`config.mk`:
```
export PLATFORM = sky130hd
export DESIGN_NAME = reg_map_sw_cmd_gen_n
export DESIGN_NICKNAME = d
export VERILOG_FILES = /design/src/rtl/reg_map_cmd_pkg.sv /design/src/rtl/sw_debounce.sv /design/src/rtl/reg_map_sw_cmd_gen_n.sv
export SDC_FILE = /design/constraint.sdc
export NUM_CORES = 1
export LEC_CHECK = 0
export ABC_CLOCK_PERIOD_IN_PS = 5600
export CAP_MARGIN = 20
export CORE_MARGIN = 2
export CORE_UTILIZATION = 55
export DETAILED_ROUTE_END_ITERATION = 7
export MAX_ROUTING_LAYER = met4
export PLACE_DENSITY = 0.95
export SYNTH_ARGS = -nofsm -noshare
export SYNTH_HDL_FRONTEND = slang
export SYNTH_SLANG_ARGS = --single-unit
```
`constraint.sdc`:
```
create_clock -name aclk -period 5.6 [get_ports aclk]
set_input_delay 0.56 -clock aclk [delete_from_list [all_inputs] [get_ports aclk]]
set_output_delay 0.56 -clock aclk [all_outputs]
set_load 0.05 [all_outputs]
```
`src/rtl/reg_map_cmd_pkg.sv`:
```
// Shared definitions for the switch-to-register-map command generator.
// Contents:
//   cmd_state_t  - command FSM state encoding
//   WR_ERR_OK    - completion status meaning "write accepted"
//   sw_reg_addr  - maps a switch index to its register address
package reg_map_cmd_pkg;

    typedef enum logic [1:0] {
        ST_IDLE  = 2'd0,
        ST_ISSUE = 2'd1,
        ST_WAIT  = 2'd2,
        ST_RETRY = 2'd3
    } cmd_state_t;

    localparam logic [1:0] WR_ERR_OK = 2'b00;

    // The caller truncates the result to its address width, which gives the
    // modulo-2^width wrap for free.
    function automatic logic [31:0] sw_reg_addr(input logic [31:0] base,
                                                input logic [31:0] idx);
        return base + idx;
    endfunction

endpackage

```
`src/rtl/sw_debounce.sv`:
```
// Single-bit synchroniser and debouncer for one switch input.
// Ports:
//   aclk         - clock
//   aresetn      - synchronous active-low reset; chain loads the raw input
//   sw_raw       - asynchronous switch input
//   sw_debounced - debounced level, follows sw_raw after a stable window
module sw_debounce #(
    parameter int DEBOUNCE_CTR_SIZE = 4
) (
    input  logic aclk,
    input  logic aresetn,
    input  logic sw_raw,
    output logic sw_debounced
);

    logic                         s1;
    logic                         s2;
    logic                         s3;
    logic [DEBOUNCE_CTR_SIZE-1:0] stable_cnt;

    always_ff @(posedge aclk) begin
        if (!aresetn) begin
            // Start already settled so reset exit produces no spurious edge.
            s1           <= sw_raw;
            s2           <= sw_raw;
            s3           <= sw_raw;
            stable_cnt   <= '1;
            sw_debounced <= sw_raw;
        end else begin
            s1 <= sw_raw;
            s2 <= s1;
            s3 <= s2;
            if (s2 != s3) begin
                stable_cnt <= '0;
            end else if (stable_cnt != '1) begin
                stable_cnt <= stable_cnt + 1'b1;
            end
            if ((stable_cnt == '1) && (s2 == s3)) begin
                sw_debounced <= s2;
            end
        end
    end

endmodule

```
`src/rtl/reg_map_sw_cmd_gen_n.sv`:
```
// Switch-to-register-map command generator for NUM_SW GPIO/DIP inputs.
// Each debounced edge marks the switch pending; a single-outstanding FSM
// writes {0, level} to SW_ADDR_BASE + index, retrying on error or timeout.
// Ports:
//   aclk, aresetn            - clock, synchronous active-low reset
//   gpio_dip_sw              - asynchronous switch inputs
//   sw_debounced             - debounced switch state
//   reg_map_wr_cmd           - one-cycle command strobe
//   reg_map_wr_addr/data/keep- command payload, held between commands
//   reg_map_wr_valid/err     - completion pulse and status (nonzero = error)
//   reg_map_wr_ready         - master can accept a command
//   busy                     - FSM active or any request pending
//   err_sticky, err_clear    - dropped-request flag and its clear
//
// state  | meaning
// IDLE   | wait for a pending switch and master ready, latch payload
// ISSUE  | strobe cmd, clear pending bit, arm timeout
// WAIT   | wait for completion; error/timeout -> RETRY or drop
// RETRY  | wait for master ready, re-issue latched payload
module reg_map_sw_cmd_gen_n
    import reg_map_cmd_pkg::*;
#(
    parameter int                          NUM_SW            = 8,
    parameter int                          DEBOUNCE_CTR_SIZE = 4,
    parameter int                          REG_ADDR_WIDTH    = 8,
    parameter int                          CORE_DATA_WIDTH   = 32,
    parameter logic [REG_ADDR_WIDTH-1:0]   SW_ADDR_BASE      = '0,
    parameter logic [NUM_SW-1:0]           SW_EN_MASK        = '1,
    parameter bit                          INIT_SYNC         = 1'b0,
    parameter int                          MAX_RETRY         = 3,
    parameter int                          WAIT_TIMEOUT      = 255
) (
    input  logic                       aclk,
    input  logic                       aresetn,
    input  logic [NUM_SW-1:0]          gpio_dip_sw,
    output logic [NUM_SW-1:0]          sw_debounced,
    output logic                       reg_map_wr_cmd,
    output logic [REG_ADDR_WIDTH-1:0]  reg_map_wr_addr,
    output logic [CORE_DATA_WIDTH-1:0] reg_map_wr_data,
    output logic [CORE_DATA_WIDTH-1:0] reg_map_wr_keep,
    input  logic                       reg_map_wr_valid,
    input  logic                       reg_map_wr_ready,
    input  logic [1:0]                 reg_map_wr_err,
    output logic                       busy,
    output logic                       err_sticky,
    input  logic                       err_clear
);

    localparam int IDX_W = (NUM_SW > 1) ? $clog2(NUM_SW) : 1;
    localparam int TMO_W = (WAIT_TIMEOUT > 0) ? $clog2(WAIT_TIMEOUT + 1) : 1;
    localparam int RTY_W = (MAX_RETRY > 0) ? $clog2(MAX_RETRY + 1) : 1;

    cmd_state_t        state;
    logic [IDX_W-1:0]  idx;
    logic [IDX_W-1:0]  sel_idx;
    logic [RTY_W-1:0]  retry_cnt;
    logic [TMO_W-1:0]  tmo_cnt;
    logic [NUM_SW-1:0] deb_prev;
    logic [NUM_SW-1:0] pending;
    logic [NUM_SW-1:0] pending_clr;
    logic [NUM_SW-1:0] sw_edge;
    logic              init_pend;

    for (genvar i = 0; i < NUM_SW; i++) begin : g_sw
        sw_debounce #(
            .DEBOUNCE_CTR_SIZE (DEBOUNCE_CTR_SIZE)
        ) u_deb (
            .aclk         (aclk),
            .aresetn      (aresetn),
            .sw_raw       (gpio_dip_sw[i]),
            .sw_debounced (sw_debounced[i])
        );
    end

    assign sw_edge = (sw_debounced ^ deb_prev) & SW_EN_MASK;
    assign busy    = (state != ST_IDLE) || (|pending);

    // Lowest pending index wins.
    always_comb begin
        sel_idx = '0;
        for (int i = NUM_SW - 1; i >= 0; i--) begin
            if (pending[i]) sel_idx = IDX_W'(i);
        end
    end

    always_comb begin
        pending_clr = '0;
        if (state == ST_ISSUE) pending_clr[idx] = 1'b1;
    end

    // New edges are OR-ed in after the clear so a same-cycle edge survives;
    // the write for it picks up the level current at selection time.
    always_ff @(posedge aclk) begin
        if (!aresetn) begin
            deb_prev  <= gpio_dip_sw;
            pending   <= '0;
            init_pend <= INIT_SYNC;
        end else begin
            deb_prev  <= sw_debounced;
            init_pend <= 1'b0;
            pending   <= (pending & ~pending_clr) | sw_edge |
                         (init_pend ? SW_EN_MASK : '0);
        end
    end

    // Timeout is a down-counter loaded in ISSUE; reaching zero in WAIT
    // means WAIT_TIMEOUT+1 WAIT cycles have elapsed.
    always_ff @(posedge aclk) begin
        if (!aresetn) begin
            state           <= ST_IDLE;
            idx             <= '0;
            retry_cnt       <= '0;
            tmo_cnt         <= '0;
            reg_map_wr_cmd  <= 1'b0;
            reg_map_wr_addr <= '0;
            reg_map_wr_data <= '0;
            reg_map_wr_keep <= '0;
            err_sticky      <= 1'b0;
        end else begin
            reg_map_wr_cmd <= 1'b0;
            if (err_clear) err_sticky <= 1'b0;
            case (state)
                ST_IDLE: begin
                    if ((|pending) && reg_map_wr_ready) begin
                        idx             <= sel_idx;
                        reg_map_wr_addr <= REG_ADDR_WIDTH'(sw_reg_addr(
                                               32'(SW_ADDR_BASE), 32'(sel_idx)));
                        reg_map_wr_data <= CORE_DATA_WIDTH'(sw_debounced[sel_idx]);
                        reg_map_wr_keep <= '1;
                        retry_cnt       <= '0;
                        reg_map_wr_cmd  <= 1'b1;
                        state           <= ST_ISSUE;
                    end
                end
                ST_ISSUE: begin
                    tmo_cnt <= TMO_W'(WAIT_TIMEOUT);
                    state   <= ST_WAIT;
                end
                ST_WAIT: begin
                    if (reg_map_wr_valid && (reg_map_wr_err == WR_ERR_OK)) begin
                        state <= ST_IDLE;
                    end else if (reg_map_wr_valid || (tmo_cnt == '0)) begin
                        if (retry_cnt < RTY_W'(MAX_RETRY)) begin
                            retry_cnt <= retry_cnt + 1'b1;
                            state     <= ST_RETRY;
                        end else begin
                            err_sticky <= 1'b1;
                            state      <= ST_IDLE;
                        end
                    end else begin
                        tmo_cnt <= tmo_cnt - 1'b1;
                    end
                end
                ST_RETRY: begin
                    if (reg_map_wr_ready) begin
                        reg_map_wr_cmd <= 1'b1;
                        state          <= ST_ISSUE;
                    end
                end
                default: state <= ST_IDLE;
            endcase
        end
    end

endmodule

```
# After elaboration in Yosys (flattened, before gate mapping)

Index checks and enable logic that the tools add are counted.

Flip-flop bits (word level): 99
Output and inout bits: 83

Add/subtract/negate cells: 10
Order comparisons: 4
Eq/ne operators: 50
Mux-type cells: 84
Bitwise gates (word level): 4
Reduce and logical (&&, ||, !) cells: 32

Operators with widths:

| operator                                           | number |
|---|---|
| 2-to-1 mux 4 bit                                   | 16 |
| 2-to-1 mux 1 bit                                   | 41 |
| adder 4 x 1 -> 4 bit, second input constant        | 8 |
| == test 4 bit, second input constant               | 8 |
| 2-to-1 mux 8 bit                                   | 4 |
| != test 4 bit, second input constant               | 8 |
| 2-to-1 mux 3 bit                                   | 8 |
| nonzero test 2 bit                                 | 11 |
| 2-to-1 mux 2 bit                                   | 9 |
| != test 2 x 1 -> 1 bit, second input constant      | 8 |
| one-hot mux 8 bit (2 select lines)                 | 1 |
| != test 2 bit, second input constant               | 6 |
| logical AND 1 bit                                  | 11 |
| bitwise AND 8 bit                                  | 1 |
| == test 1 bit                                      | 8 |
| zero test 8 bit                                    | 1 |
| < comparator 3 x 4 -> 1 bit, second input constant | 2 |
| != test 1 bit                                      | 8 |
| inverter 8 bit                                     | 1 |
| OR 8 bit                                           | 1 |
| one-hot mux 2 bit (4 select lines)                 | 1 |
| OR reduction 8 bit                                 | 1 |
| subtractor 8 x 1 -> 8 bit, second input constant   | 1 |
| XOR 8 bit                                          | 1 |
| 15 further kinds                                   | 19 |

# Depth between registers and ports, before layout

Gate-level depths: netlist of run 1.

Depth in word-level cells: 10
Mapped depth: 8

# Hierarchy

A second synthesis of run 1 with hierarchy kept.

Cells, all modules: 486
Area total of the unflattened synthesis: 4757.1 sq um

By module, submodules not included:

| module               | times used | cells an instance | area each (sq um) |
|---|---|---|---|
| sw_debounce          | 8          | 29                | 306.5 |
| reg_map_sw_cmd_gen_n | 1          | 254               | 2304.7 |

# Least setup slack after synthesis of run 1

OpenSTA, ideal clock, no wires.

Kind: flip-flop to output port
Start: register reg_map_wr_keep[0] (netlist name)
End: output reg_map_wr_keep[10]
Arrival time: 1.463 ns
Data required time: 5.040 ns
Slack: 3.577 ns
Stages on the path, launching flop included: 2
Path buffers: 1
Path through: dfxtp_1 -> buf_4

RTL lines:

| what             | line                       | source |
|---|---|---|
| end: declaration | reg_map_sw_cmd_gen_n.sv:40 | `output logic [CORE_DATA_WIDTH-1:0] reg_map_wr_keep,` |

# Final worst setup path of run 1

Start: register pending[2]
End: output busy

Longest elaborated chain between the ends: 2

RTL lines:

| what                     | line                        | source |
|---|---|---|
| start: declaration       | reg_map_sw_cmd_gen_n.sv:59  | `logic [NUM_SW-1:0] pending;` |
| start signal: assignment | reg_map_sw_cmd_gen_n.sv:101 | `pending <= (pending & ~pending_clr) \| sw_edge \|` |
| OR reduction 8 bit       | reg_map_sw_cmd_gen_n.sv:76  | `assign busy = (state != ST_IDLE) \|\| (\|pending);` |
| logical OR 1 bit         | reg_map_sw_cmd_gen_n.sv:76  |  |
| end: declaration         | reg_map_sw_cmd_gen_n.sv:44  | `output logic busy,` |

No other way between the ends.

==> results of run 1 <==
==> routing by layer <==
metal / track usage (%) / share of wire [%]
met1: 20.8 / 40
met2: 35.4 / 51
met3: 5.45 / 7.8
met4: 5.56 / 0.90
met5: - / 0
==> worst register-to-register path, delay by kind of cell, from the launching register on <==
family	cells	cell delay (ps)
muxes	2	380
and+or+nand+nor	3	980
AOI/OAI and AO/OA	1	340
DFF	1	360
==> stage by stage <==
step | power (mW) | area, um^2
after floorplan | 1.49 | 4710
after global placement | 1.56 | 4860
after detailed placement | 1.59 | 4860
after CTS | 2.10 | 5080
after global routing | 2.20 | 5110
final | 2.08 | 5110
==> kinds of logic after synthesis <==
family                   Yosys count
AO/OA/AOI/OAI                     89
adder cells (fa/ha/maj)           15
other                              1
XOR/XNOR                          35
flip-flops                        99
multiplexers                      21
AND/OR/NAND/NOR                  133
buffers and inverters             97
==> power by group through the flow <==
| stage | combinational [mW] | sequential (mW) | clock (mW) |
|---|---|---|---|
| 3_5_place_dp | 0.664 | 0.927 | 0 |
| 3_3_place_gp | 0.637 | 0.919 | 0 |
| 5_1_grt | 0.723 | 0.927 | 0.548 |
| 4_1_cts | 0.668 | 0.912 | 0.517 |
| 6_report | 0.667 | 0.912 | 0.503 |
| 2_1_floorplan | 0.564 | 0.924 | 0 |
==> cells in the mapped netlist, types with 7 or more instances <==
library cell / count / area share [%]
a21oi_1: 21 / 2.3
buf_4: 75 / 12
clkbuf_1: 9 / 0.74
dfxtp_1: 91 / 40
edfxtp_1: 8 / 5.2
ha_1: 15 / 4.1
inv_1: 11 / 0.90
mux2_2: 7 / 1.7
mux2i_1: 14 / 3.1
nand2_1: 65 / 5.3
nand3_1: 19 / 2.1
nor2_1: 26 / 2.1
o21ai_0: 41 / 4.5
o21bai_1: 9 / 1.5
xnor2_1: 25 / 4.8
xor2_1: 10 / 1.9
==> path summary, 6_finish.rpt <==
kind	startpoint	end	slack, ps	cells past startpoint
worst max register to register	pending[2]	reg_map_wr_data[0]	3430	6
worst max-delay path	pending[2]	busy	2740	3
worst min register to register	g_sw[4].u_deb.s1	g_sw[4].u_deb.s2	440	2
worst min-delay path	g_sw[4].u_deb.s1	g_sw[4].u_deb.s2	440	2
==> flip-flops by register name, summed over array words and instances (netlist names), 2 cells and up <==
register	count
g_sw.u_deb.stable_cnt	32
g_sw.u_deb.s2	8
retry_cnt	2
deb_prev	8
tmo_cnt	8
state	2
g_sw.u_deb.s3	8
g_sw.u_deb.sw_debounced	8
g_sw.u_deb.s1	8
pending	8
reg_map_wr_addr	3
==> final cells by class <==
class	instances	area (um^2)	share of cell area [%]
sequential	99	2060	40.4
multi-input combinational	329	2000	39.2
timing repair buffer	63	646	12.6
tap	105	131	2.57
clock buffer	10	128	2.50
clock inverter	6	96.3	1.89
inverter	12	45.0	0.882
==> results.json, run 1 <==
{
  "synth_compound_area_share_pct": 11.8,
  "drv_cap": 0,
  "antenna_found_initial": 0,
  "start_kind": "register",
  "synthDistinctLibCells": 39,
  "power.switching_mw": 0.760,
  "timing.final.ws_setup_ps": 2740,
  "dieWidth_um": 95.2,
  "arrival_ps": 2300,
  "cts.sinks": 99,
  "cpPeakStageDelay_ps": 760,
  "drcViolationCount": 0,
  "dp_cells": 607,
  "fin_skew_ps": 8.06,
  "worst_pin_slew_ps": 856,
  "synth_edf_count": 8,
  "grtUsageTotal_pct": 19.6,
  "die_area_um2": 9070,
  "min_period_ps": 2860,
  "synth-seq-cells": 99,
  "crit_chain": "nor4_1 > nand3_1 > clkdlybuf4s50_1",
  "drt-initial-drc-count": 249,
  "ys_seq_area_share_pct": 45.0,
  "drtPass1Iterations": 5,
  "clk_latency_ps": 370,
  "nets": 544,
  "synth.cell_area_um2": 4580,
  "synth_area_per_cell_um2": 9.34,
  "relSlewSlack_pct": 42.9,
  "holdBufCountCts": 0,
  "layout_commonest_cell": "dfxtp_1",
  "dp_hpwl_um": 5820,
  "p_clk_share_pct": 24.2,
  "cts_buffer_depth": 2,
  "syn_inst": 490,
  "crit_buf_inv": 1,
  "whs_ps": 439,
  "synth_warnings": 0,
  "grt_max_degree": 58,
  "internal_power_mw": 1.32,
  "final_cells": 624,
  "p_sw_share_pct": 36.5,
  "finalSetupViolCount": 0,
  "overflow": 0,
  "leakage_nw": 2.16,
  "drive_gt1_share_pct": 5.59,
  "path_max_fanout": 5,
  "combPwrFrac_pct": 32.0,
  "antenna_left": 0,
  "port_buffers": 61,
  "synthSimpleGateAreaFrac_pct": 13.4,
  "gp_congestion": 0.922,
  "vias": 3226,
  "finalHoldViolCount": 0,
  "die_h_um": 95.2,
  "yosys-mux-area-fraction_pct": 4.78,
  "finalCritPeriodShare_pct": 51.1,
  "synth-main-ff-cell": "dfxtp_1",
  "drv_slew": 0,
  "synthXorXnorAreaFrac_pct": 6.70,
  "path_class": "reg -> out",
  "routed_via_density": 5.17,
  "coreArea_um2": 8130,
  "grt_pass1_wl_um": 13500,
  "mostFrequentLayoutCells": "91 x dfxtp_1, 65 x nand2_1, 61 x clkdlybuf4s50_1, 41 x o21ai_0, 36 x conb_1",
  "synthArstFlopShare_pct": 0,
  "setup-tns-final_ps": 0,
  "critPathTopFamily": "simple AND/OR/NAND/NOR gates",
  "antenna_cells": 0,
  "rows": 33,
  "routed_wl_um": 8030,
  "ioPinCount": 98,
  "fmax_mhz": 350,
  "grt_pass1_vias": 3071,
  "cts_resized": 0,
  "critPathRequiredTime_ps": 5040,
  "post_cts_buffers": 0,
  "peakVddDrop_mv": 0.285,
  "cts-buffers-inserted": 9,
  "initial_core_util_pct": 56.3,
  "rsz0062_at_grt": "false",
  "pwr-share-seq_pct": 43.8,
  "hold_path_class": "reg -> reg",
  "status": "finished clean",
  "wl_per_cell_um": 12.9,
  "synth_top_family_by_area": "buffers and inverters",
  "root_buffer": "clkbuf_8",
  "clk_pin_slew_ps": 90,
  "postLayoutCoreUtil_pct": 62.8,
  "power_density_nw_per_um2": 407,
  "place_ws_ps": 2420,
  "cts_tree": "built",
  "area_delta_synth_final_pct": 11.6,
  "yosys.area_share.adder_pct": 4.10,
  "htree_levels": 3,
  "cp-end-kind": "primary output",
  "crit_slowest_cell": "clkdlybuf4s50_1",
  "n_fill_cell": 627
}
Power figures use the tool's default switching activity.
==> inputs of run 2 (changes only) <==
--- a/config.mk
+++ b/config.mk
@@ -5,13 +5,13 @@
 export SDC_FILE = /design/constraint.sdc
 export NUM_CORES = 1
 export LEC_CHECK = 0
-export ABC_CLOCK_PERIOD_IN_PS = 5600
+export ABC_CLOCK_PERIOD_IN_PS = 2600
 export CAP_MARGIN = 20
 export CORE_MARGIN = 2
-export CORE_UTILIZATION = 55
+export CORE_UTILIZATION = 46
 export DETAILED_ROUTE_END_ITERATION = 7
 export MAX_ROUTING_LAYER = met4
-export PLACE_DENSITY = 0.95
+export PLACE_DENSITY = 0.87
 export SYNTH_ARGS = -nofsm -noshare
 export SYNTH_HDL_FRONTEND = slang
 export SYNTH_SLANG_ARGS = --single-unit
==> constraint.sdc (replaced) <==
create_clock -name aclk -period 2.6 [get_ports aclk]
set_input_delay 0.26 -clock aclk [delete_from_list [all_inputs] [get_ports aclk]]
set_output_delay 0.26 -clock aclk [all_outputs]
set_load 0.05 [all_outputs]
==> run 2 against run 1 <==
Sequential cell count stayed put. Cell count grew 5.0%. Setup slack lost 2500 ps. Critical path depth unchanged. Sequential power up 110%. Clock skew down 1.3 ps. Global-route usage fell by 4.2 points. Via count is 0.87% higher. Die area grew 19%. Critical path type unchanged. Highest routed layer unchanged.
==> results.json, run 2 (synthesized netlist as in run 1, its figures left out) <==
{
  "gp_congestion": 0.873,
  "crit_path_start": "pending[3]",
  "power_density_nw_per_um2": 854,
  "hold_path_class": "in -> reg",
  "drtPass1Iterations": 5,
  "report.power.total_mw": 4.37,
  "mostFrequentLayoutCells": "91 x dfxtp_1, 65 x nand2_1, 61 x clkdlybuf4s50_1, 41 x o21ai_0, 36 x conb_1",
  "fmax_mhz": 424,
  "grt_pass1_vias": 3062,
  "routed_via_density": 4.97,
  "worst_pin_slew_ps": 528,
  "critPathRequiredTime_ps": 2340,
  "min_period_ps": 2360,
  "clk_latency_ps": 350,
  "drive_gt1_share_pct": 6.32,
  "finalHoldViolCount": 0,
  "area_delta_synth_final_pct": 11.7,
  "layout_commonest_cell": "dfxtp_1",
  "die_h_um": 104,
  "post_cts_buffers": 0,
  "fin_skew_ps": 6.76,
  "grt_pass1_wl_um": 13300,
  "holdBufCountCts": 0,
  "path_class": "reg -> out",
  "finalSetupViolCount": 0,
  "relSlewSlack_pct": 64.7,
  "drt-initial-drc-count": 126,
  "r2r-start": "state[0]",
  "grt_max_degree": 57,
  "antenna_found_initial": 0,
  "ioPinCount": 98,
  "vias": 3254,
  "hp-start": "gpio_dip_sw[5]",
  "htree_levels": 3,
  "crit_slowest_cell": "clkdlybuf4s50_1",
  "clk_pin_slew_ps": 90,
  "largest_reg_flops": 32,
  "wl_per_cell_um": 12.3,
  "cts.sinks": 99,
  "cp-end-kind": "primary output",
  "cts_resized": 0,
  "cpPeakStageDelay_ps": 740,
  "drv_slew": 0,
  "cts-buffers-inserted": 9,
  "start_kind": "register",
  "drv_cap": 0,
  "rsz0062_at_grt": "false",
  "initial_core_util_pct": 47.1,
  "peakVddDrop_mv": 0.408,
  "path_max_fanout": 4,
  "crit_chain": "nor4_1 > nand3_1 > clkdlybuf4s50_1",
  "port_buffers": 61,
  "routed_wl_um": 8090,
  "antenna_left": 0,
  "cts_buffer_depth": 2,
  "antenna_cells": 0,
  "finalCritPeriodShare_pct": 90.6,
  "top_register": "g_sw.u_deb.stable_cnt",
  "die_area_um2": 10800,
  "grtUsageTotal_pct": 15.4,
  "dieWidth_um": 104,
  "dp_hpwl_um": 5990,
  "drcViolationCount": 0,
  "rows": 36,
  "nets": 547,
  "arrival_ps": 2100,
  "overflow": 0,
  "leakage_nw": 2.15,
  "root_buffer": "clkbuf_8",
  "coreArea_um2": 9730,
  "setup-tns-final_ps": 0,
  "cts_tree": "built",
  "status": "finished clean"
}
==> run 2: where the power goes <==
group          internal, mW  total (mW)  switching, mW
logic                 0.544        1.46          0.912
registers              1.75        1.95          0.195
clock network         0.442       0.961          0.519
total                  2.74        4.37           1.63
==> run 2: path summary, 6_finish.rpt <==
check                                        end  slack (ps)  depth (start not counted)
worst max-delay path                        busy         240                          3
worst min-delay path            g_sw[5].u_deb.s1         370                          1
worst max register to register        tmo_cnt[5]         450                          8
worst min register to register  g_sw[4].u_deb.s2         430                          2
==> run 2: metal layers <==
layer	global-route usage, %	part of all wire (%)
met3	5.22	6.4
met2	26.8	48
met5	-	0
met4	4.83	1.1
met1	16.6	44
==> run 2: worst max-delay path, delay by kind of cell, from the launching register on <==
| kind | cells | cell delay (ps) |
|---|---|---|
| buffers and inverters | 1 | 740 |
| DFF | 1 | 350 |
| and+or+nand+nor | 2 | 650 |
==> run 2: area by class of cell <==
cell class                 count  area (um^2)
sequential                    99         2060
fill                         860         4620
tap                          133          166
inverter                      12         45.0
clock buffer                   9          124
multi-input combinational    329         2000
timing repair buffer          66          648
clock inverter                 7         67.6
==> run 2: per-stage QoR <==
stage / utilization [%] / area (um^2) / setup slack [ps] / hold slack, ps / instances
2_1_floorplan: - / 4710 / 663 / 288 / 525
3_3_place_gp: 50.6 / 4920 / 601 / 406 / 639
3_5_place_dp: 50.6 / 4920 / 479 / 413 / 639
4_1_cts: 52.6 / 5110 / 220 / 347 / 655
5_1_grt: 52.6 / 5110 / 67.2 / 350 / 655
6_report: 52.6 / 5110 / 243 / 370 / 655
==> inputs of run 3 (changes only) <==
--- a/config.mk
+++ b/config.mk
@@ -12,6 +12,7 @@
 export DETAILED_ROUTE_END_ITERATION = 7
 export MAX_ROUTING_LAYER = met4
 export PLACE_DENSITY = 0.87
+export RECOVER_POWER = 100
 export SYNTH_ARGS = -nofsm -noshare
 export SYNTH_HDL_FRONTEND = slang
 export SYNTH_SLANG_ARGS = --single-unit
==> run 3 against run 2 <==
Global-route usage did not move. First-iteration DRC count rose by 17%. Clock skew barely moved. Cell count did not move. Non-clock buffer count did not move. Critical path type unchanged.
==> results.json, run 3 (synthesized netlist as in run 1, its figures left out) <==
{
  "cts.sinks": 99,
  "antenna_found_initial": 0,
  "clk_latency_ps": 350,
  "status": "finished clean",
  "cts_tree": "built",
  "hp-start": "g_sw[4].u_deb.s1",
  "wl_per_cell_um": 12.2,
  "setup-tns-final_ps": 0,
  "grt_pass1_wl_um": 13300,
  "root_buffer": "clkbuf_8",
  "gp_congestion": 0.873,
  "rows": 36,
  "largest_reg_flops": 32,
  "htree_levels": 3,
  "power.switching_mw": 1.61,
  "vias": 3224,
  "cts_resized": 0,
  "relSlewSlack_pct": 37.2,
  "port_buffers": 61,
  "r2r-start": "state[0]",
  "finalCritPeriodShare_pct": 90.4,
  "grt_max_degree": 57,
  "dp_cells": 639,
  "regArea_um2": 2060,
  "initial_core_util_pct": 47.1,
  "coreArea_um2": 9730,
  "dp_hpwl_um": 5990,
  "routed_via_density": 4.92,
  "n_fill_cell": 867,
  "cp-end-kind": "primary output",
  "p_sw_share_pct": 37.4,
  "post_cts_buffers": 0,
  "grt_pass1_vias": 3062,
  "drcViolationCount": 0,
  "pwr-share-seq_pct": 45.0,
  "fin_skew_ps": 7.10,
  "finalSetupViolCount": 0,
  "drive_gt1_share_pct": 5.75,
  "report.power.total_mw": 4.32,
  "die_h_um": 104,
  "grtUsageTotal_pct": 15.4,
  "dieWidth_um": 104,
  "drv_cap": 0,
  "combPwrFrac_pct": 32.7,
  "top_register": "g_sw.u_deb.stable_cnt",
  "hold_path_class": "reg -> reg",
  "p_clk_share_pct": 22.3,
  "drv_slew": 0,
  "peakVddDrop_mv": 0.407,
  "start_kind": "register",
  "rsz0062_at_grt": "false",
  "worst_pin_slew_ps": 941,
  "ioPinCount": 98,
  "routed_wl_um": 8020,
  "die_area_um2": 10800,
  "power_density_nw_per_um2": 848,
  "cts-buffers-inserted": 9,
  "whs_ps": 431,
  "multiInputGateArea_um2": 1990,
  "drt-initial-drc-count": 147,
  "nets": 547,
  "area_delta_synth_final_pct": 11.2,
  "critPathRequiredTime_ps": 2340,
  "final_cells": 655,
  "antenna_left": 0,
  "finalHoldViolCount": 0,
  "min_period_ps": 2350,
  "arrival_ps": 2090,
  "leakage_nw": 2.23,
  "internal_power_mw": 2.70,
  "antenna_cells": 0,
  "overflow": 0,
  "path_class": "reg -> out",
  "mostFrequentLayoutCells": "91 x dfxtp_1, 65 x nand2_1, 55 x dlygate4sd3_1, 41 x o21ai_0, 36 x conb_1",
  "fmax_mhz": 425,
  "clk_pin_slew_ps": 90,
  "drtPass1Iterations": 6,
  "layout_commonest_cell": "dfxtp_1",
  "holdBufCountCts": 0,
  "crit_path_start": "pending[3]",
  "path_max_fanout": 4,
  "cts_buffer_depth": 2
}
[run 3: layer usage]
layer  track usage, %  wire length [um]
met1             16.6              3540
met2             26.8              3900
met3             5.22               491
met4             4.83                91
met5                -                 0
[run 3: final cells by class]
type,instances,share of cell area (%)
Multi-Input combinational cell,329,39.0
Timing Repair Buffer,66,12.5
Sequential cell,99,40.5
Inverter,12,0.885
Clock buffer,9,2.43
Tap cell,133,3.27
Clock inverter,7,1.33
[run 3: power by group through the flow]
stage | clock [mW] | combinational, mW | sequential (mW)
2_1_floorplan | 0 | 1.22 | 1.99
3_3_place_gp | 0 | 1.40 | 1.96
3_5_place_dp | 0 | 1.45 | 1.98
4_1_cts | 0.990 | 1.46 | 1.95
5_1_grt | 1.05 | 1.53 | 1.97
6_report | 0.961 | 1.41 | 1.94
[run 3: metrics by stage]
| stage | area (um^2) | util, % | setup WS [ps] |
|---|---|---|---|
| 2_1_floorplan | 4710 | - | 663 |
| 3_3_place_gp | 4920 | 50.6 | 601 |
| 3_5_place_dp | 4920 | 50.6 | 479 |
| 4_1_cts | 5110 | 52.6 | 220 |
| 5_1_grt | 5090 | 52.3 | 67.2 |
| 6_report | 5090 | 52.3 | 249 |
[run 3: worst paths after layout]
check	to	cells after the start	slack [ps]
max	busy	3	250
min	g_sw[4].u_deb.s2	2	430
max reg2reg	tmo_cnt[5]	8	380
min reg2reg	g_sw[4].u_deb.s2	2	430
[run 3: critical path, stage by stage (launching register included)]
cell and delay (ps):
dfxtp_1 350, nor4_1 460, nand3_1 190, clkdlybuf4s50_1 740
